[src/rtl/riscv_pipeline_pkg.sv]
// rtl/riscv_pipeline_pkg.sv - shared pipeline typedefs and memory-arbiter defaults
package riscv_pipeline_pkg;

  typedef enum logic [1:0] {
    ST_IDLE   = 2'd0,
    ST_BUSY_I = 2'd1,
    ST_BUSY_D = 2'd2
  } arb_state_t;

  localparam int STARVE_MAX_DEF = 4;
  localparam int TIMEOUT_DEF    = 16;

  function automatic int cnt_width(input int max_val);
    return (max_val < 1) ? 1 : $clog2(max_val + 1);
  endfunction

endpackage

[src/rtl/sat_counter.sv]
// rtl/sat_counter.sv - saturating up-counter with synchronous clear
module sat_counter #(
  parameter int W   = 4,
  parameter int MAX = 15
) (
  input  logic         clk,
  input  logic         reset,
  input  logic         inc,
  input  logic         clr,
  output logic [W-1:0] cnt
);

  always_ff @(posedge clk) begin
    if (reset || clr) begin
      cnt <= '0;
    end else if (inc && (cnt != W'(MAX))) begin
      cnt <= cnt + 1'b1;
    end
  end

endmodule

[src/rtl/mem_port_arbiter.sv]
// rtl/mem_port_arbiter.sv - fetch/data arbiter for a single-port memory with
// starvation guard and ack timeout
module mem_port_arbiter
  import riscv_pipeline_pkg::*;
#(
  parameter int ADDR_W     = 32,
  parameter int DATA_W     = 32,
  parameter int STARVE_MAX = STARVE_MAX_DEF,
  parameter int TIMEOUT    = TIMEOUT_DEF
) (
  input  logic              clk,
  input  logic              reset,
  input  logic              i_req,
  input  logic [ADDR_W-1:0] i_addr,
  output logic              i_done,
  output logic [DATA_W-1:0] i_rdata,
  input  logic              d_req,
  input  logic              d_we,
  input  logic [ADDR_W-1:0] d_addr,
  input  logic [DATA_W-1:0] d_wdata,
  output logic              d_done,
  output logic [DATA_W-1:0] d_rdata,
  output logic              i_err,
  output logic              d_err,
  output logic              mem_req,
  output logic              mem_we,
  output logic [ADDR_W-1:0] mem_addr,
  output logic [DATA_W-1:0] mem_wdata,
  input  logic              mem_ack,
  input  logic [DATA_W-1:0] mem_rdata,
  output logic              stall_if,
  output logic              stall_mem
);

  localparam int SW = cnt_width(STARVE_MAX);
  localparam int WW = cnt_width(TIMEOUT);

  arb_state_t    state;
  logic [SW-1:0] starve_cnt;
  logic [WW-1:0] wait_cnt;

  logic i_elig, d_elig, retire, pick_i, grant_i, grant_d;
  logic busy, timeout_hit;

  assign i_elig = i_req & ~i_done & ~i_err;
  assign d_elig = d_req & ~d_done & ~d_err;
  assign retire = i_done | d_done | i_err | d_err;

  // No grant while a completion is pulsing: the retire cycle is a turnaround,
  // so a back-to-back requester is not skipped and the starvation count rules.
  assign pick_i  = i_elig & (~d_elig | (starve_cnt == SW'(STARVE_MAX)));
  assign grant_i = (state == ST_IDLE) & ~retire & pick_i;
  assign grant_d = (state == ST_IDLE) & ~retire & d_elig & ~pick_i;

  assign busy        = (state != ST_IDLE);
  assign timeout_hit = busy & ~mem_ack & (wait_cnt == WW'(TIMEOUT - 1));

  assign stall_if  = i_req & ~i_done & ~i_err;
  assign stall_mem = d_req & ~d_done & ~d_err;

  sat_counter #(.W(SW), .MAX(STARVE_MAX)) u_starve_cnt (
    .clk   (clk),
    .reset (reset),
    .inc   (grant_d & i_req),
    .clr   (grant_i | ~i_req),
    .cnt   (starve_cnt)
  );

  sat_counter #(.W(WW), .MAX(TIMEOUT)) u_wait_cnt (
    .clk   (clk),
    .reset (reset),
    .inc   (busy & ~mem_ack),
    .clr   (~busy | mem_ack),
    .cnt   (wait_cnt)
  );

  always_ff @(posedge clk) begin
    if (reset) begin
      state     <= ST_IDLE;
      mem_req   <= 1'b0;
      mem_we    <= 1'b0;
      mem_addr  <= '0;
      mem_wdata <= '0;
      i_done    <= 1'b0;
      d_done    <= 1'b0;
      i_err     <= 1'b0;
      d_err     <= 1'b0;
      i_rdata   <= '0;
      d_rdata   <= '0;
    end else begin
      i_done <= 1'b0;
      d_done <= 1'b0;
      i_err  <= 1'b0;
      d_err  <= 1'b0;
      case (state)
        ST_IDLE: begin
          if (grant_i) begin
            state     <= ST_BUSY_I;
            mem_req   <= 1'b1;
            mem_we    <= 1'b0;
            mem_addr  <= i_addr;
            mem_wdata <= '0;
          end else if (grant_d) begin
            state     <= ST_BUSY_D;
            mem_req   <= 1'b1;
            mem_we    <= d_we;
            mem_addr  <= d_addr;
            mem_wdata <= d_wdata;
          end
        end
        ST_BUSY_I, ST_BUSY_D: begin
          if (mem_ack) begin
            state   <= ST_IDLE;
            mem_req <= 1'b0;
            if (state == ST_BUSY_I) begin
              i_done  <= 1'b1;
              i_rdata <= mem_rdata;
            end else begin
              d_done  <= 1'b1;
              d_rdata <= mem_rdata;
            end
          end else if (timeout_hit) begin
            state   <= ST_IDLE;
            mem_req <= 1'b0;
            if (state == ST_BUSY_I) i_err <= 1'b1;
            else                    d_err <= 1'b1;
          end
        end
        default: begin
          state   <= ST_IDLE;
          mem_req <= 1'b0;
        end
      endcase
    end
  end

endmodule

[config.mk]
export PLATFORM = sky130hd
export DESIGN_NAME = mem_port_arbiter
export DESIGN_NICKNAME = d
export VERILOG_FILES = /design/src/rtl/riscv_pipeline_pkg.sv /design/src/rtl/sat_counter.sv /design/src/rtl/mem_port_arbiter.sv
export SDC_FILE = /design/constraint.sdc
export NUM_CORES = 1
export LEC_CHECK = 0
export ABC_AREA = 1
export CAP_MARGIN = 20
export CORE_MARGIN = 4
export CORE_UTILIZATION = 37
export CTS_BUF_LIST = sky130_fd_sc_hd__clkbuf_16
export DETAILED_ROUTE_END_ITERATION = 8
export PLACE_DENSITY = 0.74
export SYNTH_ARGS = -nofsm -noshare
export SYNTH_HDL_FRONTEND = slang
export SYNTH_HIERARCHICAL = 1
export SYNTH_SLANG_ARGS = --single-unit
[constraint.sdc]
create_clock -name clk -period 1.98 [get_ports clk]
set_clock_uncertainty 0.05 [all_clocks]
set_input_delay 0.594 -clock clk [delete_from_list [all_inputs] [get_ports clk]]
set_output_delay 0.594 -clock clk [all_outputs]
set_load 0.02 [all_outputs]
After elaboration in Yosys (flattened, before gate mapping):

Index checks and enable logic that the tools add are counted.

* $add $sub $neg: 2
* eq/ne operators: 8
* multiplexer cells: 18
* bitwise logic cells: 31
* reductions and logical operators: 14

Operators by type and width (count)
* two-way mux 32 bit: 4
* inverter 1 bit: 13
* AND 1 bit: 12
* inequality test 3 bit (second input constant): 3
* two-way mux 1 bit: 8
* two-way mux 2 bit: 4
* bitwise OR 1 bit: 6
* AND reduction 3 bit: 2
* adder 5 x 1 -> 5 bit (second input constant): 1
* == test 5 x 4 -> 1 bit (second input constant): 1
* inequality test 5 bit (second input constant): 1
* one-hot mux 2 bit (2 select lines): 1
* AND reduction 2 bit: 2
* nonzero test 2 bit: 2
* OR reduction 4 bit: 1
* adder 3 x 1 -> 3 bit (second input constant): 1
* == test 3 bit (second input constant): 1
* OR reduction 3 bit: 1
* == test 2 x 1 -> 1 bit (second input constant): 1
* == test 2 bit (second input constant): 1
* logical AND 1 bit: 2
* zero test 2 bit: 1
* logical OR 1 bit: 2
* one-hot mux 1 bit (2 select lines): 1
* OR reduction 2 bit: 1

* register bits: 144
* input bits: 134
* logic and storage cells: 86

Logic depth before layout (Yosys ltp):

Gate-level depths: netlist (run 1).

* word-level depth: 11
* gate-level depth with buffers: 14

Hierarchy:

Netlist (run 1), hierarchy kept.

By module, submodules not included
* mem_port_arbiter: times used 1, cells each 724, area an instance 5312.6 um2, sequential area each 2722.6 um2
* sat_counter at u_wait_cnt: times used 1, cells each 40, area an instance 272.8 um2, sequential area each 100.1 um2
* sat_counter at u_starve_cnt: times used 1, cells each 26, area an instance 168.9 um2, sequential area each 60.1 um2

Least setup slack after synthesis (run 1):

Ideal clock, no wire load.

* path kind: in2reg
* start point: input port d_req
* end point: register u_starve_cnt.cnt[2]
* setup time: 0.113 ns
* arrival: 1.911 ns
* required time: 1.817 ns
* path slack: -0.094 ns
* cell stages on the path: 12
* cells stage by stage: inv_1 > nor2_2 > nand2_1 > nand2_1 > buf_2 > nand2_1 > nor2_1 > nand2_1 > inv_1 > nand2_1 > nand2_1 > nor2_1

* word-level cells in the longest chain between the ends: 9

Ends and longest elaborated chain
* from (decl): line mem_port_arbiter.sv:17 `input logic d_req,`
* AND 1 bit * (2 in a row)
* net stall_mem: line mem_port_arbiter.sv:32 `output logic stall_mem`
* inverter 1 bit: line mem_port_arbiter.sv:51 `assign pick_i = i_elig & (~d_elig | (starve_cnt == SW'(STARVE_MAX)));`
* bitwise OR 1 bit: line mem_port_arbiter.sv:51
* AND 1 bit: line mem_port_arbiter.sv:51
* inverter 1 bit: line mem_port_arbiter.sv:53 `assign grant_d = (state == ST_IDLE) & ~retire & d_elig & ~pick_i;`
* AND 1 bit: line mem_port_arbiter.sv:53
* AND 1 bit: line mem_port_arbiter.sv:64 `.inc (grant_d & i_req),`
* logical AND 1 bit: line sat_counter.sv:16 `end else if (inc && (cnt != W'(MAX))) begin`
* to (signal assigned): line sat_counter.sv:17 `cnt <= cnt + 1'b1;`
* to (decl): line sat_counter.sv:10 `output logic [W-1:0] cnt`

Mark *: on every way through the listed nets, which the timed path passes. The rest lies on a longest branch.
A chain may end at the register's enable or synchronous reset.

Final worst setup path (run 1):

* start point: register i_done
* end point: output port i_done

RTL lines
* from (decl): line mem_port_arbiter.sv:15 `output logic i_done,`
* from (signal assigned): line mem_port_arbiter.sv:84 `i_done <= 1'b0;`
* from (signal assigned): line mem_port_arbiter.sv:91 `i_done <= 1'b0;`
* from (signal assigned): line mem_port_arbiter.sv:116 `i_done <= 1'b1;`

No word-level cell between the ends.

==> impl_metrics.csv, run 1 <==
group,metric,value,unit
worst_setup_path,critical_path_class,"reg -> out",
floorplan,die_area,17600,um2
global_routing,antenna_found_initial,0,
pwr,swShare,29.2,%
sta,post-route-period-util,93.9,%
floorplan,die_h,133,um
synthesis,ys_top_cells_by_area,"dfxtp_1 50%, nand2_1 11%, nor2_1 9.8%, o21ai_0 8.3%, a21oi_1 6.3%",
worst_setup_path,crit_end,"i_done",
worst_setup_path,worstPathMaxFanout,3,
synthesis,synth_top_area_cell,"dfxtp_1",
finish,syn2layout_area_growth,61.2,%
route,routedWlPerCell,14.1,um
pwr,power_switching,0.00258,W
sta,slew_viol_final,0,
synthesis,synth_top_family_by_area,"simple AND/OR/NAND/NOR gates",
synthesis,netlist_instances,790,
route,viasPerCell,4.69,
synthesis,ys_ff_latch,144,
worst_setup_path,slowest_stage,"dfxtp_1",
global_routing,grt_pass1_wl,27800,um
route,dr.pass1.iters,4,
clock_tree,cts_htree_levels,4,
worst_setup_path,critical_path_required,1.34,ns
floorplan,dieWidth,133,um
sta,clock.fmax,538,MHz
pwr,clkPwrFrac,37.0,%
clock_tree,cts.clk_slew.worst_paths,0.06,ns
floorplan,rows,45,
synthesis,syn-num-nets,930,
clock_tree,cts.sinks,144,
pwr,p_int,0.00623,W
worst_setup_path,cp_data_arrival_time,1.21,ns
synthesis,synthSimpleGateAreaFrac,25.7,%
worst_setup_path,r2r_cells,9,
finish,antenna_cells,0,
pwr,comb_power_share,24.9,%
outcome,outcome,"completed",
pwr,power_leakage,4.26,nW
sta,finalCriticalPeriod,1.86,ns
clock_tree,cts_tree,"done",
floorplan,initial_core_util,37.9,%
place,pre_cts_ws,-0.557,ns
synthesis,synth.avg_cell_area,7.28,um2
pwr,p_total,0.00881,W
clock_tree,cts_buffers,17,
synthesis,syn_area,5750,um2
place,dp.cells,1229,
worst_setup_path,r2r-start,"state[0]",
sta,setup_viol,0,
finish,final_cells,1259,
synthesis,synth.top_cell.area_share,50.1,%
place,gp_congestion,0.805,
worst_setup_path,crit_path_cell_trace,"dlygate4sd2_1",
floorplan,coreArea,15200,um2
worst_setup_path,start_kind,"flop",
sta,hold_violations,0,
worst_setup_path,rrSetupSlack,0.22,ns
global_routing,grt_overflow,0,
sta,tightest_slew,0.357,ns
flow_run,drv_cap,0,
route,final_antenna_net_count,0,
synthesis,muxShareOfSynthArea,0,%
worst_setup_path,slowest_delay,0.44,ns
synthesis,ys_seq_area_share,50.1,%
route,totalWireLength,17700,um
finish,nets,1200,
route,drc_errors,0,
route,via_count,5904,
floorplan,pin_count,270,
clock_tree,clkLatencyLatePin,0.41,ns
worst_setup_path,path_depth,1,
clock_tree,cts_root_buf,"clkbuf_16",
clock_tree,post-cts-setup-buffers,0,
synthesis,synth-compound-area-share,14.6,%
synthesis,synthAdderAreaFrac,1.30,%
finish,drive_gt1_share,7.00,%
global_routing,grt_max_degree,67,
worst_setup_path,cp-end-kind,"output pin",
worst_setup_path,crit_family,"flip-flops",
finish,fillers,1468,
finish,seq_area,2880,um2
worst_setup_path,r2r-end,"mem_wdata[9]",
synthesis,synthXorXnorAreaFrac,0.152,%
pwr,power_density,950,nW/um2
clock_tree,cts_max_path_buffers,2,
worst_setup_path,crit_buf_inv,1,
sta,max-slew-margin-rel,76.1,%
synthesis,yosys_warnings,6,
finish,multi_input_area,2430,um2
global_routing,grt_use_total,19.6,%
sta,timing.final.ws_setup,0.121,ns
synthesis,synth.distinct_cells,25,
place,dp_hpwl,13000,um
global_routing,grt_pass1_vias,5521,
pwr,pwr-share-seq,38.0,%
place,port_buffers,269,
pwr,vdd_drop_max,0.000587,V
worst_setup_path,startpoint,"i_done",
route,drtIter0Drc,276,
min_path,hp-class,"reg -> reg",
[stage by stage]
stage	cell area [um2]	hold WS (ns)	TNS, ns	util [%]
after floorplan	5760	0.390	0	-
after global placement	8830	0.379	-14.11	58.1
after detailed placement	8830	0.385	-16.43	58.1
after CTS	9260	0.390	-0.0951	60.9
after global routing	9270	0.410	-0.0224	61.0
final	9270	0.388	0	61.0
[registers in the layout (all words and copies together), names as in the netlist, 2 cells and up]
name,cells
state,2
mem_wdata,32
d_rdata,32
u_wait_cnt/cnt,5
mem_addr,32
u_starve_cnt/cnt,3
i_rdata,32
[kinds of logic after synthesis]
family,after synthesis
buffers and inverters,106
AOI/OAI and AO/OA,168
xor gates and xnor gates,1
and+or+nand+nor,365
DFF,144
adders and majority gates,6
[power groups by stage]
stage / combinational [W] / clock (W) / sequential [W]
4_1_cts: 0.00222 / 0.00333 / 0.00335
2_1_floorplan: 0.000844 / 0 / 0.00377
5_1_grt: 0.00241 / 0.00348 / 0.00339
3_3_place_gp: 0.00240 / 0 / 0.00341
3_5_place_dp: 0.00241 / 0 / 0.00342
6_report: 0.00220 / 0.00326 / 0.00335
[cells in the final DEF, fill, tap and decap left out, drive strengths merged]
| cell | netlist | routed |
|---|---|---|
| nand3 | 43 | 43 |
| dlygate4sd2 | 0 | 135 |
| dfxtp | 144 | 144 |
| nor2 | 153 | 153 |
| o21ai | 96 | 96 |
| clkinvlp | 0 | 1 |
| nand4 | 3 | 3 |
| inv | 57 | 60 |
| nor3 | 3 | 3 |
| ha | 6 | 6 |
| clkinv | 1 | 6 |
| bufinv | 0 | 4 |
| buf | 21 | 32 |
| xor2 | 1 | 1 |
| a21oi | 72 | 72 |
| dlymetal6s2s | 0 | 1 |
| nand2 | 163 | 163 |
| clkbuf | 27 | 17 |
| clkdlybuf4s50 | 0 | 131 |
[cell type report]
cell class / instances / share of cell area (%)
Clock buffer: 17 / 4.59
Clock inverter: 13 / 1.83
Inverter: 58 / 2.35
Multi-Input combinational cell: 540 / 26.2
Sequential cell: 144 / 31.1
Tap cell: 188 / 2.54
Timing Repair Buffer: 299 / 31.4
[what timing repair did]
item / CTS / global route
gates resized for setup: 148 / 4
setup endpoints to repair: 136 / 2
hold buffers: 0 / 0
pin swaps: 0 / 1
[cells in the mapped netlist, drive strengths merged]
library cell,number
a21oi,72
buf,21
clkbuf,27
clkinv,1
dfxtp,144
ha,6
inv,57
nand2,163
nand3,43
nand4,3
nor2,153
nor3,3
o21ai,96
xor2,1
[worst min-delay path by stage]
stage,startpoint,endpoint,slack [ns],cells after the start
floorplan,state[1],state[1],0.39,2
global placement,d_rdata[3],d_rdata[3],0.38,2
detailed placement,d_rdata[1],d_rdata[1],0.38,2
CTS,d_rdata[22],d_rdata[22],0.39,2
global route,d_rdata[18],d_rdata[18],0.41,2
finish,d_rdata[22],d_rdata[22],0.39,2
[per-layer routing]
layer  global-route usage, %  routed length (um)  vias to the layer above
li1                        -                   -                     3062
met1                    23.7                7710                     2597
met2                    32.4                8300                      227
met3                    7.30                1500                       18
met4                    6.29                 208                        0
met5                       0                   0                        -
Note: power is estimated with default switching activity, not from simulation.
==> run 2, diff against run 1 <==
--- a/config.mk
+++ b/config.mk
@@ -8,10 +8,11 @@
 export ABC_AREA = 1
 export CAP_MARGIN = 20
 export CORE_MARGIN = 4
-export CORE_UTILIZATION = 37
+export CORE_UTILIZATION = 55
 export CTS_BUF_LIST = sky130_fd_sc_hd__clkbuf_16
 export DETAILED_ROUTE_END_ITERATION = 8
-export PLACE_DENSITY = 0.74
+export DONT_BUFFER_PORTS = 1
+export PLACE_DENSITY = 0.79
 export SYNTH_ARGS = -nofsm -noshare
 export SYNTH_HDL_FRONTEND = slang
 export SYNTH_HIERARCHICAL = 1
==> run 2 against run 1 <==
First-iteration DRC count up 38%; highest routed layer unchanged; die area down 31%; via count down 15%; critical path depth up 1; largest cell class is now flip-flops and latches.
==> impl_metrics.csv, run 2 (synthesis gave the netlist of run 1 again) <==
group,metric,value,unit
outcome,outcome,"completed",
sta,max-slew-margin-rel,72.4,%
route,drc_errors,0,
clock_tree,cts_tree,"done",
route,dr.pass1.iters,8,
global_routing,grt_overflow,0,
route,drtIter0Drc,382,
worst_setup_path,critical_path_required,1.34,ns
global_routing,use_met1,24.6,%
floorplan,die_area,12200,um2
sta,rsz0062_at_grt,"false",
worst_setup_path,r2r-start,"state[1]",
sta,slew_viol_final,0,
pwr,power_leakage,2.60,nW
global_routing,grt_util_met2,40.9,%
worst_setup_path,worstPathMaxFanout,3,
sta,post-route-period-util,95.7,%
place,dp_hpwl,10900,um
pwr,power_density,1220,nW/um2
place,pre_cts_ws,0.102,ns
sta,finalCriticalPeriod,1.89,ns
place,dpl_cell_area,5890,um2
finish,nets,923,
flow_run,drv_cap,0,
route,final_antenna_net_count,0,
clock_tree,cts_root_buf,"clkbuf_16",
sta,clock.fmax,528,MHz
finish,antenna_cells,0,
clock_tree,cts_max_path_buffers,2,
global_routing,grt_pass1_vias,4592,
worst_setup_path,startpoint,"i_err",
min_path,hp-start,"reset",
place,gp_congestion,0.771,
clock_tree,cts.clk_slew.worst_paths,0.06,ns
floorplan,die_h,110,um
clock_tree,clkLatencyLatePin,0.41,ns
finish,mostFrequentLayoutCell,"nand2_1",
finish,final_cell_mix,"161 x nand2_1, 149 x nor2_1, 144 x dfxtp_1",
finish,final_cells,932,
sta,setup_viol,0,
route,totalWireLength,14800,um
worst_setup_path,cp_data_arrival_time,1.25,ns
finish,final_util,63.1,%
floorplan,dieWidth,110,um
place,port_buffers,0,
finish,drive_gt1_share,8.17,%
clock_tree,cts_buffers,17,
sta,tightest_slew,0.413,ns
finish,syn2layout_area_growth,12.7,%
sta,timing.final.ws_setup,0.0852,ns
clock_tree,cts.sinks,144,
clock_tree,cts_htree_levels,4,
pwr,vdd_drop_max,0.000678,V
global_routing,grt_max_degree,67,
worst_setup_path,start_kind,"flop",
floorplan,pin_count,270,
global_routing,grt_pass1_wl,22000,um
sta,hold_violations,0,
global_routing,busiest_layer,"met2",
clock_tree,post-cts-setup-buffers,0,
floorplan,coreArea,10300,um2
floorplan,initial_core_util,56.0,%
global_routing,grt_use_met3,10.1,%
min_path,hp-class,"in -> reg",
worst_setup_path,critical_path_class,"reg -> out",
worst_setup_path,cp-end-kind,"output pin",
route,via_count,5009,
global_routing,antenna_found_initial,0,
floorplan,rows,37,
finish,finalInstanceArea,6480,um2
sta,setup_tns,0,ns
global_routing,grt_use_total,23.0,%
place,dp.cells,900,
clock_tree,cts_resized,0,
clock_tree,holdBufCountCts,0,
route,routedWlPerCell,15.9,um
route,viasPerCell,5.37,
run 2: cell types whose count changed in the layout (fill, tap and decap cells not counted), sizes merged:
cell	change
dlygate4sd2	-135
clkinvlp	+2
clkdlybuf4s50	-131
buf	-10
inv	+3
bufinv	-2
dlymetal6s2s	-1
clkinv	-1
run 2: where the power goes:
part / switching [W] / internal (W) / total, W
combinational: 0.000650 / 0.000362 / 0.00101
sequential: 0.000582 / 0.00321 / 0.00379
clock: 0.00123 / 0.00187 / 0.00310
run 2: cell type report:
class                   count  area [um2]
multi-input cells         540        2420
clock inverters            15         158
clock buffers              17         425
flip-flops and latches    144        2880
repair buffers             22         210
well taps                 136         170
inverters                  58         220
fillers                   862        3790
run 2: metrics by stage:
stage	hold slack, ns	total power (W)
finish	0.226	0.00790
global route	0.189	0.00829
CTS	0.195	0.00796
detailed placement	0.409	0.00485
global placement	0.393	0.00479
floorplan	0.390	0.00461
run 2: final timing paths:
path	to	depth (start not counted)	slack, ns
setup / recovery	stall_if	2	0.09
hold / removal	mem_wdata[23]	1	0.23
setup reg to reg	mem_wdata[15]	9	0.15
hold reg to reg	state[1]	2	0.42
run 2: critical path, cell delays in order (launching register included):
cell and delay (ns):
dfxtp_1 0.36, nor3_4 0.28, buf_4 0.21
run 2: per-layer routing:
metal / routed length, um / share of wire (%)
met1: 5320 / 36
met2: 7510 / 51
met3: 1810 / 12
met4: 155 / 1.0
met5: 0 / 0
==> run 3, diff against run 2 <==
--- a/config.mk
+++ b/config.mk
@@ -9,7 +9,6 @@
 export CAP_MARGIN = 20
 export CORE_MARGIN = 4
 export CORE_UTILIZATION = 55
-export CTS_BUF_LIST = sky130_fd_sc_hd__clkbuf_16
 export DETAILED_ROUTE_END_ITERATION = 8
 export DONT_BUFFER_PORTS = 1
 export PLACE_DENSITY = 0.79
==> constraint.sdc (replaced) <==
create_clock -name clk -period 1.98 [get_ports clk]
set_clock_uncertainty 0.05 [all_clocks]
set_input_delay 0.297 -clock clk [delete_from_list [all_inputs] [get_ports clk]]
set_output_delay 0.297 -clock clk [all_outputs]
set_load 0.02 [all_outputs]
==> run 3 against run 2 <==
Highest routed layer unchanged; first-iteration DRC count increased by 130%; maximum frequency decreased by 0.42%; critical path depth increased by 7; power increased by 7.1%; critical path type is now reg -> reg; register-to-register slack got worse by 0.07 ns.
==> impl_metrics.csv, run 3 (synthesis gave the netlist of run 1 again) <==
group,metric,value,unit
min_path,hp-class,"in -> reg",
sta,tightest_slew,0.436,ns
sta,rsz0062_at_grt,"true",
worst_setup_path,cp-end-kind,"flop",
worst_setup_path,r2r-end,"mem_addr[22]",
worst_setup_path,crit_path_cell_trace,"inv_1, ha_1, nand3_1, nor2_4, nand3_4, nand2_4, buf_6, o21ai_0, nor2_1",
worst_setup_path,crit_buf_inv,2,
floorplan,die_area,12200,um2
worst_setup_path,r2r-start,"state[1]",
clock_tree,cts.clk_slew.worst_paths,0.07,ns
clock_tree,cts.sinks,144,
worst_setup_path,r2r_cells,9,
place,dp_hpwl,11200,um
worst_setup_path,rrSetupSlack,0.08,ns
pwr,power_density,1070,nW/um2
worst_setup_path,slowest_stage,"dfxtp_1",
clock_tree,cts_max_path_buffers,2,
floorplan,dieWidth,110,um
worst_setup_path,crit_family,"simple AND/OR/NAND/NOR gates",
route,viasPerCell,5.86,
route,totalWireLength,21000,um
sta,slew_viol_final,0,
route,via_count,6237,
worst_setup_path,critical_path_class,"reg -> reg",
global_routing,grt_pass1_vias,6116,
worst_setup_path,slowest_delay,0.32,ns
finish,drive_gt1_share,7.55,%
min_path,holdPathEnd,"d_err",
clock_tree,post-cts-setup-buffers,0,
place,gp_congestion,0.792,
pwr,vdd_drop_max,0.000533,V
finish,nets,1054,
sta,finalCriticalPeriod,1.90,ns
place,pre_cts_ws,0.0943,ns
sta,hold_violations,0,
floorplan,die_h,110,um
sta,max-slew-margin-rel,70.9,%
finish,syn2layout_area_growth,37.0,%
pwr,power_leakage,3.18,nW
place,port_buffers,0,
finish,seq_area,2880,um2
finish,final_cell_mix,"160 x nand2_1, 148 x nor2_1, 144 x dfxtp_1",
place,dpl_cell_area,5890,um2
sta,setup_tns,0,ns
finish,multi_input_area,2430,um2
global_routing,grt_max_degree,73,
route,drtIter0Drc,870,
flow_run,drv_cap,0,
sta,clock.fmax,526,MHz
min_path,hp-start,"mem_ack",
clock_tree,cts_htree_levels,4,
clock_tree,clkLatencyLatePin,0.52,ns
route,dr.pass1.iters,5,
floorplan,initial_core_util,56.0,%
min_path,holdPathStages,4,
global_routing,antenna_found_initial,1,
clock_tree,cts_root_buf,"clkbuf_8",
sta,timing.final.ws_setup,0.0771,ns
finish,finalInstanceArea,7880,um2
clock_tree,cts_tree,"done",
worst_setup_path,critical_path_required,2.37,ns
global_routing,grt_pass1_wl,30900,um
clock_tree,cts_buffers,17,
worst_setup_path,startpoint,"state[1]",
global_routing,grt_use_total,33.0,%
worst_setup_path,cp_data_arrival_time,2.29,ns
route,final_antenna_net_count,0,
finish,fillers,605,
route,drc_errors,0,
floorplan,pin_count,270,
sta,setup_viol,0,
worst_setup_path,worstPathMaxFanout,29,
worst_setup_path,start_kind,"flop",
outcome,outcome,"completed",
floorplan,coreArea,10300,um2
global_routing,grt_overflow,0,
finish,mostFrequentLayoutCell,"nand2_1",
route,routedWlPerCell,19.7,um
sta,post-route-period-util,96.1,%
floorplan,rows,37,
## run 3: cell types whose count changed in the layout (fill, tap and decap cells not counted), sizes merged
cell	before	now
clkbuf	17	20
clkinv	5	3
buf	22	21
diode	0	2
clkinvlp	3	2
dlygate4sd3	0	132
## run 3: worst min-delay path, stage by stage
cell	delay (ns)
nor2_1	0.02
buf_4	0.15
nand4_1	0.12
nor2_1	0.04
## run 3: repair_timing
action | 4_1_cts | 5_1_grt
endpoints found under the setup margin | 0 | 65
hold endpoints to repair | 142 | 0
hold buffers | 133 | 0
resized for setup | 0 | 13
## run 3: worst max-delay path by stage
stage                                to  slack [ns]  depth (start not counted)
finish                     mem_addr[22]        0.08                          9
global route                mem_addr[2]       -0.04                         11
CTS                 u_starve_cnt/cnt[0]        0.06                         10
detailed placement        mem_wdata[23]        0.09                         10
global placement    u_starve_cnt/cnt[2]        0.22                         13
floorplan           u_starve_cnt/cnt[2]        0.04                         13
## run 3: per-stage QoR
stage               util, %  cells  power, W  hold slack, ns
floorplan                 -    790   0.00461           0.387
global placement       57.4    898   0.00483           0.322
detailed placement     57.4    898   0.00490           0.324
CTS                    76.2   1063   0.00831          0.0868
global route           76.7   1064   0.00879          0.0919
finish                 76.7   1065   0.00846           0.113
## run 3: area by class of cell
class | count | share of cell area, %
tap | 136 | 2.16
multi-input combinational | 540 | 30.8
sequential | 144 | 36.6
clock buffer | 20 | 5.78
antenna | 2 | 0.0635
inverter | 58 | 2.83
clock inverter | 12 | 1.84
timing repair buffer | 153 | 20.0
## run 3: layer usage
metal	share of wire, %	vias to the layer above	wire length, um	GRT usage [%]
li1	-	2772	-	-
met1	33	2838	6910	34.7
met2	49	509	10300	56.2
met3	12	118	2610	11.5
met4	5.4	0	1140	20.4
met5	0	-	0	0
## run 3: report_power, final
group / leakage (nW) / switching, W / internal [W] / total (W)
clock network: 0.290 / 0.00129 / 0.00192 / 0.00322
logic: 1.71 / 0.000858 / 0.000570 / 0.00143
registers: 1.18 / 0.000615 / 0.00320 / 0.00382
